--- src/rtl/char_buffer_ctrl.sv ---
// char_buffer_ctrl: turns terminal commands (write, clear, erase-EOL, newline) into
// single-byte character buffer writes with cursor tracking, wrap and offset-based scrolling.
module char_buffer_ctrl #(
    parameter int          COLS      = 80,
    parameter int          ROWS      = 24,
    parameter logic [7:0]  FILL_CHAR = 8'h20
) (
    input  logic        px_clk,
    input  logic        clr_n,
    input  logic        cmd_valid,
    output logic        cmd_ready,
    input  logic [1:0]  cmd,
    input  logic [7:0]  cmd_data,
    output logic        buf_wen,
    output logic [10:0] buf_addr,
    output logic [7:0]  buf_din,
    output logic [4:0]  cursor_row,
    output logic [6:0]  cursor_col,
    output logic [4:0]  first_row
);
    typedef enum logic [2:0] {IDLE, WR, WRS, NL, FILL} state_t;

    state_t      state_q;
    logic        ready_q, wen_q;
    logic [10:0] addr_q, fill_end_q;
    logic [7:0]  din_q;
    logic [4:0]  row_q, first_q;
    logic [6:0]  col_q;

    logic [5:0]  sum;
    logic [4:0]  phys, first_inc;
    logic [10:0] row_base, first_base, cur_addr;
    logic        last_col, last_row;

    always_comb begin
        sum        = {1'b0, first_q} + {1'b0, row_q};
        phys       = (sum >= 6'(ROWS)) ? 5'(sum - 6'(ROWS)) : sum[4:0];
        row_base   = 11'(phys) * 11'(COLS);
        first_base = 11'(first_q) * 11'(COLS);
        cur_addr   = row_base + 11'(col_q);
        first_inc  = (first_q == 5'(ROWS - 1)) ? 5'd0 : first_q + 5'd1;
        last_col   = col_q == 7'(COLS - 1);
        last_row   = row_q == 5'(ROWS - 1);
    end

    always_ff @(posedge px_clk or negedge clr_n) begin
        if (!clr_n) begin
            state_q    <= IDLE;
            ready_q    <= 1'b1;
            wen_q      <= 1'b0;
            addr_q     <= '0;
            din_q      <= '0;
            fill_end_q <= '0;
            row_q      <= '0;
            col_q      <= '0;
            first_q    <= '0;
        end else begin
            case (state_q)
                IDLE: if (cmd_valid) begin
                    ready_q <= 1'b0;
                    wen_q   <= 1'b1;
                    din_q   <= FILL_CHAR;
                    case (cmd)
                        2'b00: begin
                            addr_q  <= cur_addr;
                            din_q   <= cmd_data;
                            col_q   <= last_col ? 7'd0 : col_q + 7'd1;
                            row_q   <= (last_col && !last_row) ? row_q + 5'd1 : row_q;
                            first_q <= (last_col && last_row) ? first_inc : first_q;
                            // fill bound of the row being scrolled out, captured before first_row moves
                            fill_end_q <= first_base + 11'(COLS - 1);
                            state_q <= (last_col && last_row) ? WRS : WR;
                        end
                        2'b01: begin
                            addr_q     <= '0;
                            fill_end_q <= 11'(COLS * ROWS - 1);
                            row_q      <= '0;
                            col_q      <= '0;
                            first_q    <= '0;
                            state_q    <= FILL;
                        end
                        2'b10: begin
                            addr_q     <= cur_addr;
                            fill_end_q <= row_base + 11'(COLS - 1);
                            state_q    <= FILL;
                        end
                        default: begin
                            col_q      <= '0;
                            row_q      <= last_row ? row_q : row_q + 5'd1;
                            first_q    <= last_row ? first_inc : first_q;
                            wen_q      <= last_row;
                            addr_q     <= first_base;
                            fill_end_q <= first_base + 11'(COLS - 1);
                            state_q    <= last_row ? FILL : NL;
                        end
                    endcase
                end
                WR, NL: begin
                    wen_q   <= 1'b0;
                    ready_q <= 1'b1;
                    state_q <= IDLE;
                end
                WRS: begin
                    addr_q  <= fill_end_q - 11'(COLS - 1);
                    din_q   <= FILL_CHAR;
                    state_q <= FILL;
                end
                FILL: begin
                    if (addr_q == fill_end_q) begin
                        wen_q   <= 1'b0;
                        ready_q <= 1'b1;
                        state_q <= IDLE;
                    end else begin
                        addr_q <= addr_q + 11'd1;
                    end
                end
                default: begin
                    wen_q   <= 1'b0;
                    ready_q <= 1'b1;
                    state_q <= IDLE;
                end
            endcase
        end
    end

    assign cmd_ready  = ready_q;
    assign buf_wen    = wen_q;
    assign buf_addr   = addr_q;
    assign buf_din    = din_q;
    assign cursor_row = row_q;
    assign cursor_col = col_q;
    assign first_row  = first_q;
endmodule
--- config.mk ---
export PLATFORM = sky130hd
export DESIGN_NAME = char_buffer_ctrl
export DESIGN_NICKNAME = d
export VERILOG_FILES = /design/src/rtl/char_buffer_ctrl.sv
export SDC_FILE = /design/constraint.sdc
export NUM_CORES = 1
export LEC_CHECK = 0
export BUFFER_PORTS_ARGS = -buffer_cell sky130_fd_sc_hd__buf_2
export CORE_MARGIN = 5
export CORE_UTILIZATION = 45
export DETAILED_ROUTE_END_ITERATION = 7
export PLACE_DENSITY = 0.67
export SYNTH_ARGS = -nofsm -noshare
export SYNTH_HDL_FRONTEND = slang
export SYNTH_SLANG_ARGS = --single-unit
--- constraint.sdc ---
create_clock -name px_clk -period 4.06 [get_ports px_clk]
set_clock_uncertainty 0.05 [all_clocks]
set_input_delay 0.812 -clock px_clk [delete_from_list [all_inputs] [get_ports px_clk]]
set_output_delay 0.812 -clock px_clk [all_outputs]
set_load 0.05 [all_outputs]
Yosys cells after proc, flatten, opt, wreduce, memory -nomap -nowiden --
Cells that the tools add are included.
Word-level totals: bits of input ports 13, ROM bits 0, memories 0, word-level logic and storage cells 88, bits in writable memories 0, bits in latches 0, flip-flop bits (word level) 52
Operators by class: $lt $le $gt $ge 1, bitwise gates (word level) 2, $mul 2, div/mod/pow operators 0, mux-type cells 31, reductions and logical operators 19, eq/ne operators 14, add/subtract/negate cells 10, shift-type cells 0
Operators by type and width (count):
- 11-bit case mux with 2 select lines | 2
- 11-bit case mux with 3 select lines | 1
- 5-bit two-way mux | 6
- 5-bit case mux with 3 select lines | 2
- 11-bit by 7-bit adder with 11-bit output (second input constant) | 2
- 11-bit two-way mux | 2
- 8-bit two-way mux | 2
- 8-bit case mux with 2 select lines | 1
- 5-bit by 3-bit multiplier with 7-bit output (second input constant) | 2
- 7-bit case mux with 2 select lines | 1
- 11-bit by 1-bit adder with 11-bit output (second input constant) | 1
- 11-bit by 7-bit adder with 11-bit output | 1
- 11-bit == test | 1
- 11-bit by 7-bit subtractor with 11-bit output (second input constant) | 1
- 5-bit by 1-bit adder with 5-bit output (second input constant) | 2
- 5-bit == test (second input constant) | 2
- 2-bit != test (second input constant) | 5
- 5-bit AND reduction | 2
- 3-bit two-way mux | 3
- 3-bit case mux with 3 select lines | 1
- 3-bit AND reduction | 3
- 7-bit by 1-bit adder with 7-bit output (second input constant) | 1
- 7-bit == test (second input constant) | 1
- 7-bit two-way mux | 1
- 22 further kinds | 33

Depth between registers and ports, before layout --
Gate-level depths: netlist (run 1).
depth after elaboration 8, mapped depth 18

Worst setup path after synthesis (run 1) --
No wires, ideal clock.
path type register to register, from register first_q[0], in the netlist first_row[0], to register fill_end_q[10], path buffers 0, cell stages (with the launch flop) 18, clock period less this slack 4.165 ns, arrival time 3.963 ns, setup time 0.153 ns, path slack -0.105 ns, cells stage by stage dfrtp_1 > ha_1 > fa_1 > nand3_1 > and2_2 > nand2_1 > o22a_1 > o32ai_1 > ha_1 > ha_1 > inv_1 > fa_1 > mux2i_1 > and3_1 > xor2_1 > mux2_2 > o22ai_1 > a41oi_1
Between the ends: cells in the longest elaborated chain, start to end 6
Ends and longest elaborated chain:
- start, declared | line 27 | logic [4:0] row_q, first_q;
- start signal, assigned | line 69 | first_q <= (last_col && last_row) ? first_inc : first_q;
- start signal, assigned | line 90 | first_q <= last_row ? first_inc : first_q;
- 5-bit by 5-bit adder with 6-bit output | line 36 | sum = {1'b0, first_q} + {1'b0, row_q};
- 5-bit subtractor or 6-bit by 5-bit >= comparator with 1-bit output (tied branches) | line 37 | phys = (sum >= 6'(ROWS)) ? 5'(sum - 6'(ROWS)) : sum[4:0];
- 5-bit two-way mux | line 37
- 5-bit by 3-bit multiplier with 7-bit output | line 38 | row_base = 11'(phys) * 11'(COLS);
- 11-bit by 7-bit adder with 11-bit output | line 84 | fill_end_q <= row_base + 11'(COLS - 1);
- 11-bit case mux with 2 select lines (*) | line 63 | case (cmd)
- end signal, assigned | line 71 | fill_end_q <= first_base + 11'(COLS - 1);
- end signal, assigned | line 84
- end signal, assigned | line 93 | fill_end_q <= first_base + 11'(COLS - 1);
- end, declared | line 25 | logic [10:0] addr_q, fill_end_q;
Every way passes the cells marked *; elsewhere a longest branch is shown, timed or not. A chain may end at the register's enable or synchronous reset.

Worst setup path after layout (run 1) --
from register row_q[0], in the netlist cursor_row[0], to register fill_end_q[10]
Between the ends: cells in the longest elaborated chain, start to end 6
Ends and longest elaborated chain:
- start, declared | line 27
- start signal, assigned | line 68 | row_q <= (last_col && !last_row) ? row_q + 5'd1 : row_q;
- start signal, assigned | line 89 | row_q <= last_row ? row_q : row_q + 5'd1;
- 5-bit by 5-bit adder with 6-bit output (*) | line 36
- 5-bit subtractor or 6-bit by 5-bit >= comparator with 1-bit output (tied branches) | line 37
- 5-bit two-way mux (*) | line 37
- 5-bit by 3-bit multiplier with 7-bit output (*) | line 38
- 11-bit by 7-bit adder with 11-bit output (*) | line 84
- 11-bit case mux with 2 select lines (*) | line 63
Marks and branches as above.

==> results of run 1 <==
==> kinds of logic (layout without fill, tap and decap cells) <==
kind of cell    count (synthesis)  after routing  share of synthesized area
mux                             7              7                     0.0193
xor+xnor                       29             29                     0.0674
buf+inv                        37             94                     0.0375
compound gates                135            135                      0.221
simple gates                  158            158                      0.205
fa+ha+maj                      35             35                      0.124
flops                          49             49                      0.326
==> repair_timing <==
| item | CTS | global route |
|---|---|---|
| pin swaps | 0 | 6 |
| buffers inserted | 0 | 4 |
| endpoints found under the setup margin | 2 | 4 |
| hold endpoints to repair | 0 | 0 |
| resized for setup | 1 | 17 |
==> worst max-delay path: cells and delay by family (launching register included) <==
family	cells	cell delay, ps
adder cells (fa/ha/maj)	5	1550
AO/OA/AOI/OAI	4	630
AND/OR/NAND/NOR	4	540
multiplexers	2	470
flip-flops	1	410
buffers and inverters	1	60
XOR/XNOR	1	60
==> how the worst max path moves through the flow <==
stage                                      end  slack, ps  depth (start not counted)
floorplan           fill_end_q[10]$_DFFE_PN0P_         30                         17
global placement    fill_end_q[10]$_DFFE_PN0P_        100                         17
detailed placement  fill_end_q[10]$_DFFE_PN0P_        -40                         17
CTS                 fill_end_q[10]$_DFFE_PN0P_         30                         17
global route        fill_end_q[10]$_DFFE_PN0P_        -50                         17
finish              fill_end_q[10]$_DFFE_PN0P_        160                         17
==> metal layers <==
layer	GRT usage	part of all wire	wire [µm]	up-vias
met2	0.353	0.49	5050	105
met3	0.0282	0.049	505	22
met5	0	0	0	-
li1	-	-	-	1740
met1	0.279	0.44	4470	1710
met4	0.0685	0.021	218	0
==> power groups by stage <==
stage | Clock, mW | Combinational, mW | Sequential [mW]
2_1_floorplan | 0 | 0.0248 | 0.497
3_3_place_gp | 0 | 0.0508 | 0.497
3_5_place_dp | 0 | 0.0516 | 0.497
4_1_cts | 0.320 | 0.0518 | 0.488
5_1_grt | 0.336 | 0.0592 | 0.488
6_report | 0.311 | 0.0517 | 0.488
==> metrics by stage <==
| step | instances | instance area, µm² | setup TNS, ps | power [mW] | util |
|---|---|---|---|---|---|
| 5_1_grt | 612 | 4380 | -66.0 | 0.883 | 0.536 |
| 2_1_floorplan | 450 | 3770 | 0 | 0.522 | - |
| 3_3_place_gp | 600 | 4190 | 0 | 0.548 | 0.512 |
| 4_1_cts | 608 | 4280 | 0 | 0.860 | 0.524 |
| 6_report | 612 | 4380 | 0 | 0.850 | 0.536 |
| 3_5_place_dp | 600 | 4190 | -40.0 | 0.549 | 0.512 |
==> cell usage in the layout (no fill, tap or decap), types with 2 or more instances in the layout <==
cell type,count
and3_1,6
o22ai_1,7
nand3_1,22
a21o_1,4
nor2_1,32
nor3b_1,3
buf_4,19
nor4_1,5
dfrtp_2,2
nand2b_1,2
clkbuf_8,5
mux2i_1,5
a22oi_1,2
fa_1,2
and2_1,4
nand4_1,4
nor3_1,6
and3_4,2
nor2b_1,4
a21oi_2,2
o31ai_1,2
buf_2,50
fa_2,2
or2_2,2
a31oi_1,9
a21oi_1,34
or3_1,3
a32oi_1,2
ha_1,29
a32o_1,2
a22o_1,6
xnor2_1,15
a211oi_1,2
inv_1,16
o32ai_1,2
nand2_1,53
o21ai_0,43
dfrtp_1,46
xor2_1,13
==> state kept, by name, summed over array words and instances (netlist names) <==
name and flops:
cursor_col 7, fill_end_q 8, buf_wen 1, cursor_row 5
buf_addr 11, buf_din 8, state_q 3, first_row 5
cmd_ready 1
==> cell type report <==
type                            count  area, µm²
Timing Repair Buffer               69        393
Tap cell                          105        131
Sequential cell                    49       1230
Clock buffer                        5       68.8
Multi-Input combinational cell    364       2470
Fill cell                         793       3790
Clock inverter                      3       21.3
Inverter                           17       63.8
==> qor.yml, run 1 <==
outcome: "completed"
yosys_warnings: 0
ys_seq_elements: 49
power_switching_uw: 224
synth_fp_nets: 498
end_kind: "flip-flop"
synthTopCellsByArea: "dfrtp_1, ha_1, o21ai_0"
clk_latency_ps: 310
seq_area_frac_synth: 0.326
vias_per_cell: 5.84
io-pin-count: 51
tightest_slew_ps: 728
intPower_uw: 626
yosysUniqueCellTypes: 60
critPathMaxFanout: 5
num_vias: 3577
ctsHoldBuffers: 0
peakVddDrop_uv: 109
die_area_um2: 10300
antenna_found_initial: 0
period_share: 0.961
area_delta_synth_final_pct: 16.3
crit_path_cell_trace: "ha_2 > fa_2 > nand3_2 > and2_4 > nand2_1 > o22a_1 > o32ai_2 > ha_1 > ha_1 > inv_2 > fa_2 > mux2i_1 > and3_4 > xor2_2 > mux2_4 > o22ai_2 > a41oi_1"
finalHoldViolCount: 0
crit_type: "flip-flop to flip-flop"
clockRootBuffer: "clkbuf_8"
max_stage_delay_ps: 470
die_x_um: 102
arrival_ps: 4020
ant_nets: 0
start_util: 0.461
relSlewSlack: 0.513
grt_pass1_wl_mm: 17.3
cp_slowest_cell: "fa_2"
async_flop_share: 1.00
synthFlopType: "dfrtp_1"
power_frac_comb: 0.061
cap_violations: 0
hp-class: "input port to asynchronous set/reset pin"
max_freq_ghz: 0.256
reg2reg_depth: 17
seq_power_share: 0.574
place_hpwl_mm: 7.74
layout-drive-gt1-share: 0.207
synth_edf_count: 0
setup_viol: 0
cts_made_buffers: 5
dr.pass1.iters: 5
holdWs_ps: 402
synth_most_common_cell: "nand2_1"
period_minus_slack_ps: 3900
port_buffers: 50
drc: 0
cts_tree: "yes"
fin_nets: 554
drt-total-wl_mm: 10.2
htreeDepth: 2
setup_slack_ps: 160
p_sw_frac: 0.263
power_density_nw_per_um2: 194
cp-start-kind: "flip-flop"
yosysTopAreaCellShare: 0.319
r2r_end: "fill_end_q[10]$_DFFE_PN0P_"
antennaDiodeCount: 0
pre_cts_slack_ps: -40.0
grt_pass1_vias: 3469
drt_iter0_markers: 211
cts_buffer_depth: 2
gp_congestion: 0.975
drt-wirelength-per-cell_um: 16.7
grt_setup_unrepaired: "true"
grt_max_degree: 30
p_leak_nw: 2.05
startpoint: "cursor_row[0]$_DFFE_PN0P_"
cts_sinks: 49
r2r_start: "cursor_row[0]$_DFFE_PN0P_"
core_um2: 8180
die_h_um: 102
clk_pin_slew_ps: 110
synthTopCellsByCount: "nand2_1, dfrtp_1, o21ai_0"
slew_violations: 0
rows: 33
grt_usage: 0.210
synth_area_um2: 3770
syn_avg_cell_area_um2: 8.37
syn_inst: 450
clkPwrFrac: 0.366
r2r_slack_ps: 160
yosysTopAreaCell: "dfrtp_1"
grt_overflow: 0
critPathRequiredTime_ps: 4180
Power figures use the tool's default switching activity.
==> run 2: changes to the inputs <==
- CORE_MARGIN: 5 -> unset
- clock period: 4.06 -> 3.25 ns (I/O delays scaled with it)
==> qor.yml, run 2 (synthesis gave the netlist of run 1 again) <==
outcome: "finished, violations left"
violations: "setup timing"
peakVddDrop_uv: 146
grt_usage: 0.242
cp-start-kind: "flip-flop"
clockRootBuffer: "clkbuf_8"
fin_tns_setup_ps: -2460
tightest_slew_ps: 957
grt_pass1_wl_mm: 16.7
num_vias: 3701
dpl.cell_count: 627
cap_violations: 0
grt_pass1_vias: 3474
ant_nets: 0
largest_register_ffs: 11
drt-wirelength-per-cell_um: 16.5
gp_congestion: 0.921
setup_viol: 6
period_share: 1.17
antennaDiodeCount: 0
drt-total-wl_mm: 10.6
cts_made_buffers: 5
dr.pass1.iters: 5
core_um2: 8180
die_x_um: 93.5
critPathMaxFanout: 3
rows: 33
area_delta_synth_final_pct: 28.0
postLayoutCoreUtil: 0.590
r2r_start: "first_row[0]$_DFFE_PN0P_"
r2r_end: "buf_addr[10]$_DFFE_PN0P_"
drc: 0
io-pin-count: 51
holdWs_ps: 429
power_density_nw_per_um2: 219
htreeDepth: 2
critPathRequiredTime_ps: 3450
setup_slack_ps: -562
clk_latency_ps: 300
die_area_um2: 8740
fin_nets: 585
hp-class: "input port to asynchronous set/reset pin"
mostFrequentLayoutCells: "buf_2, nand2_1, buf_4"
die_h_um: 93.5
final_cell_area_um2: 4820
vias_per_cell: 5.76
cts_tree: "yes"
grt_overflow: 0
clk_pin_slew_ps: 100
place_area_um2: 4450
period_minus_slack_ps: 3810
max_freq_ghz: 0.262
drt_iter0_markers: 150
finalNonFillerCells: 643
reg2reg_depth: 15
place_hpwl_mm: 7.84
p_leak_nw: 2.21
port_buffers: 50
finalHoldViolCount: 0
fillCellCount: 766
start_util: 0.461
ctsHoldBuffers: 0
arrival_ps: 4010
relSlewSlack: 0.362
slew_violations: 0
antenna_found_initial: 0
grt_max_degree: 42
layout-drive-gt1-share: 0.303
grt_setup_unrepaired: "true"
cts_buffer_depth: 2
crit_type: "flip-flop to flip-flop"
final_common_cell: "buf_2"
end_kind: "flip-flop"
total_power_mw: 1.06
r2r_slack_ps: -560
pre_cts_slack_ps: -564
cts_sinks: 49
## run 2: cell types whose count changed in the layout (fill, tap and decap cells not counted), sizes merged
cell and change:
buf +31
## run 2: worst max-delay path by stage
| stage | startpoint | to | slack, ps | cells after the start |
|---|---|---|---|---|
| finish | first_row[0]$_DFFE_PN0P_ | buf_addr[10]$_DFFE_PN0P_ | -560 | 15 |
| global placement | first_row[0]$_DFFE_PN0P_ | fill_end_q[10]$_DFFE_PN0P_ | -450 | 17 |
| CTS | first_row[0]$_DFFE_PN0P_ | fill_end_q[10]$_DFFE_PN0P_ | -500 | 17 |
| floorplan | first_row[0]$_DFFE_PN0P_ | fill_end_q[10]$_DFFE_PN0P_ | -580 | 17 |
| global route | first_row[0]$_DFFE_PN0P_ | fill_end_q[10]$_DFFE_PN0P_ | -750 | 17 |
| detailed placement | first_row[0]$_DFFE_PN0P_ | fill_end_q[10]$_DFFE_PN0P_ | -560 | 17 |
## run 2: area by class of cell
| type | count | area (µm²) | share of cell area |
|---|---|---|---|
| inverters | 17 | 63.8 | 0.0132 |
| flip-flops and latches | 49 | 1240 | 0.257 |
| repair buffers | 100 | 641 | 0.133 |
| multi-input cells | 364 | 2660 | 0.551 |
| clock buffers | 5 | 68.8 | 0.0143 |
| clock inverters | 3 | 21.3 | 0.00441 |
| well taps | 105 | 131 | 0.0272 |
## run 2: where the power goes
group	switching [mW]	total (mW)	internal, mW
registers	0.000000326	0.609	0.609
logic	0.0456	0.0666	0.0210
clock network	0.226	0.380	0.154
total	0.272	1.06	0.784
## run 2: metal layers
layer / part of all wire / GRT usage / routed length (µm) / up-vias
met1: 0.45 / 0.325 / 4770 / 1804
li1: - / - / - / 1803
met5: 0 / 0 / 0 / -
met3: 0.036 / 0.0325 / 386 / 14
met4: 0.017 / 0.0590 / 182 / 0
met2: 0.50 / 0.410 / 5270 / 80
## run 2: critical path: stages, from the launching register on
cell,delay [ps]
dfrtp_4,500
ha_4,170
fa_2,350
nand3_2,80
and2_4,150
nand2_2,40
o22a_1,160
o32ai_2,270
ha_1,320
ha_4,170
inv_2,50
fa_2,440
buf_4,160
or4_4,510
mux2i_1,180
o21a_1,140
## run 2: timing repair
item,CTS,global route
setup endpoints to repair,6,7
buffers inserted,2,6
resized for setup,14,32
pin swaps,11,17
==> run 3: changes to the inputs <==
- BUFFER_PORTS_ARGS: -buffer_cell sky130_fd_sc_hd__buf_2 -> unset
- DONT_BUFFER_PORTS: unset -> 1
- PLACE_DENSITY: 0.67 -> unset
==> qor.yml, run 3 (synthesis gave the netlist of run 1 again) <==
cp-start-kind: "flip-flop"
finalHoldViolCount: 0
num_vias: 3501
finalNonFillerCells: 607
clk_pin_slew_ps: 100
ant_nets: 0
htreeDepth: 2
critPathRequiredTime_ps: 3390
cts_buffer_depth: 2
antennaDiodeCount: 0
crit_type: "flip-flop to flip-flop"
die_x_um: 93.5
period_minus_slack_ps: 3780
path_buf_inv: 1
cp_slowest_cell: "dfrtp_4"
seq_area_um2: 1240
hp-class: "input port to asynchronous set/reset pin"
drt-total-wl_mm: 10.2
pre_cts_slack_ps: -573
area_delta_synth_final_pct: 23.0
port_buffers: 0
final_cell_area_um2: 4630
die_h_um: 93.5
slew_violations: 0
startpoint: "first_row[0]$_DFFE_PN0P_"
wl_met2_mm: 5.08
multi_input_area_um2: 2600
drc: 0
power_density_nw_per_um2: 229
cts_sinks: 49
max_freq_ghz: 0.264
max_stage_delay_ps: 500
p_leak_nw: 2.06
grt_usage: 0.238
final_common_cell: "buf_4"
dr.max_layer_used: "met4"
core_um2: 8180
arrival_ps: 3920
grt_setup_unrepaired: "true"
vias_per_cell: 5.77
setup_slack_ps: -531
grt_max_degree: 49
fillCellCount: 761
cts_tree: "yes"
clk_latency_ps: 310
grt_pass1_wl_mm: 16.3
drt-wirelength-per-cell_um: 16.9
place_area_um2: 4310
grt_overflow: 0
dpl.cell_count: 592
peakVddDrop_uv: 160
path_delay_family: "adder cells"
setup_viol: 6
period_share: 1.16
violations: "setup timing"
layout-drive-gt1-share: 0.249
cap_violations: 0
largest_register_ffs: 11
drt_iter0_markers: 160
mostFrequentLayoutCells: "buf_4, nand2_1, dfrtp_1"
outcome: "finished, violations left"
total_power_mw: 1.06
routedLengthMet1_mm: 4.45
critPathMaxFanout: 3
die_area_um2: 8740
place_hpwl_mm: 7.75
r2r_start: "first_row[0]$_DFFE_PN0P_"
grt_pass1_vias: 3342
antenna_found_initial: 0
crit_path_cell_trace: "ha_4 > fa_2 > nand3_2 > and2_4 > nand2_2 > o22a_1 > o32ai_2 > ha_1 > ha_2 > inv_2 > fa_2 > mux2i_1 > and3_1 > xor2_1 > mux2_2 > o22ai_1 > a41oi_1"
postLayoutCoreUtil: 0.567
cp_common_cell: "fa_2"
io-pin-count: 51
cts_made_buffers: 5
dr.pass1.iters: 4
wl_met3_um: 526
rows: 33
end_kind: "flip-flop"
start_util: 0.461
clockRootBuffer: "clkbuf_8"
fin_nets: 549
tightest_slew_ps: 693
relSlewSlack: 0.538
gp_congestion: 0.918
==> run 3: cell count changes in the layout (fill, tap and decap cells not counted), sizes merged <==
cell,delta
buf,-36
clkinv,-1
clkinvlp,+1
==> run 3: worst paths after layout <==
| kind | slack [ps] | end | cells past startpoint |
|---|---|---|---|
| hold reg to reg | 560 | fill_end_q[5]$_DFFE_PN0P_ | 2 |
| max in group asynchronous | 2780 | first_row[0]$_DFFE_PN0P_ | 1 |
| setup / recovery | -530 | fill_end_q[10]$_DFFE_PN0P_ | 17 |
| min in group px_clk | 430 | buf_din[4]$_DFFE_PN0P_ | 2 |
| hold / removal | 110 | cmd_ready$_DFFE_PN1P_ | 0 |
| setup reg to reg | -530 | fill_end_q[10]$_DFFE_PN0P_ | 17 |
==> run 3: power by group <==
| part | internal, mW | switching [mW] | total [mW] |
|---|---|---|---|
| combinational | 0.0184 | 0.0404 | 0.0588 |
| clock | 0.157 | 0.236 | 0.393 |
| sequential | 0.609 | 0.0000000546 | 0.609 |
==> run 3: final cells by class <==
type / instances / area share
multi-input combinational: 364 / 0.562
sequential: 49 / 0.268
timing repair buffer: 64 / 0.108
tap: 105 / 0.0283
clock buffer: 5 / 0.0148
inverter: 17 / 0.0138
clock inverter: 3 / 0.00567
==> run 3: timing repair <==
action,CTS,global route
endpoints found under the hold margin,48,0
hold buffers,1,0
setup buffers,5,2
gates resized for setup,17,18
setup endpoints to repair,7,7
pin swaps,20,9
==> run 3: per-stage QoR <==
step           hold slack, ps  setup TNS (ps)
2_1_floorplan             304           -2170
3_3_place_gp              306           -2120
3_5_place_dp              306           -2590
4_1_cts                   104           -2410
5_1_grt                  91.4           -3330
6_report                  112           -2410
==> run 3: worst register-to-register path, cell delays in order (launching register included) <==
cell and delay [ps]:
dfrtp_4 500, ha_4 170, fa_2 350, nand3_2 90
and2_4 150, nand2_2 50, o22a_1 160, o32ai_2 240
ha_1 290, ha_2 180, inv_2 50, fa_2 440
mux2i_1 190, and3_1 220, xor2_1 80, mux2_2 270
o22ai_1 110, a41oi_1 60
==> run 3: per-layer routing <==
| metal | vias up | GRT usage |
|---|---|---|
| met4 | 0 | 0.0692 |
| met5 | - | 0 |
| met2 | 75 | 0.404 |
| met3 | 13 | 0.0504 |
| met1 | 1685 | 0.303 |
| li1 | 1728 | - |
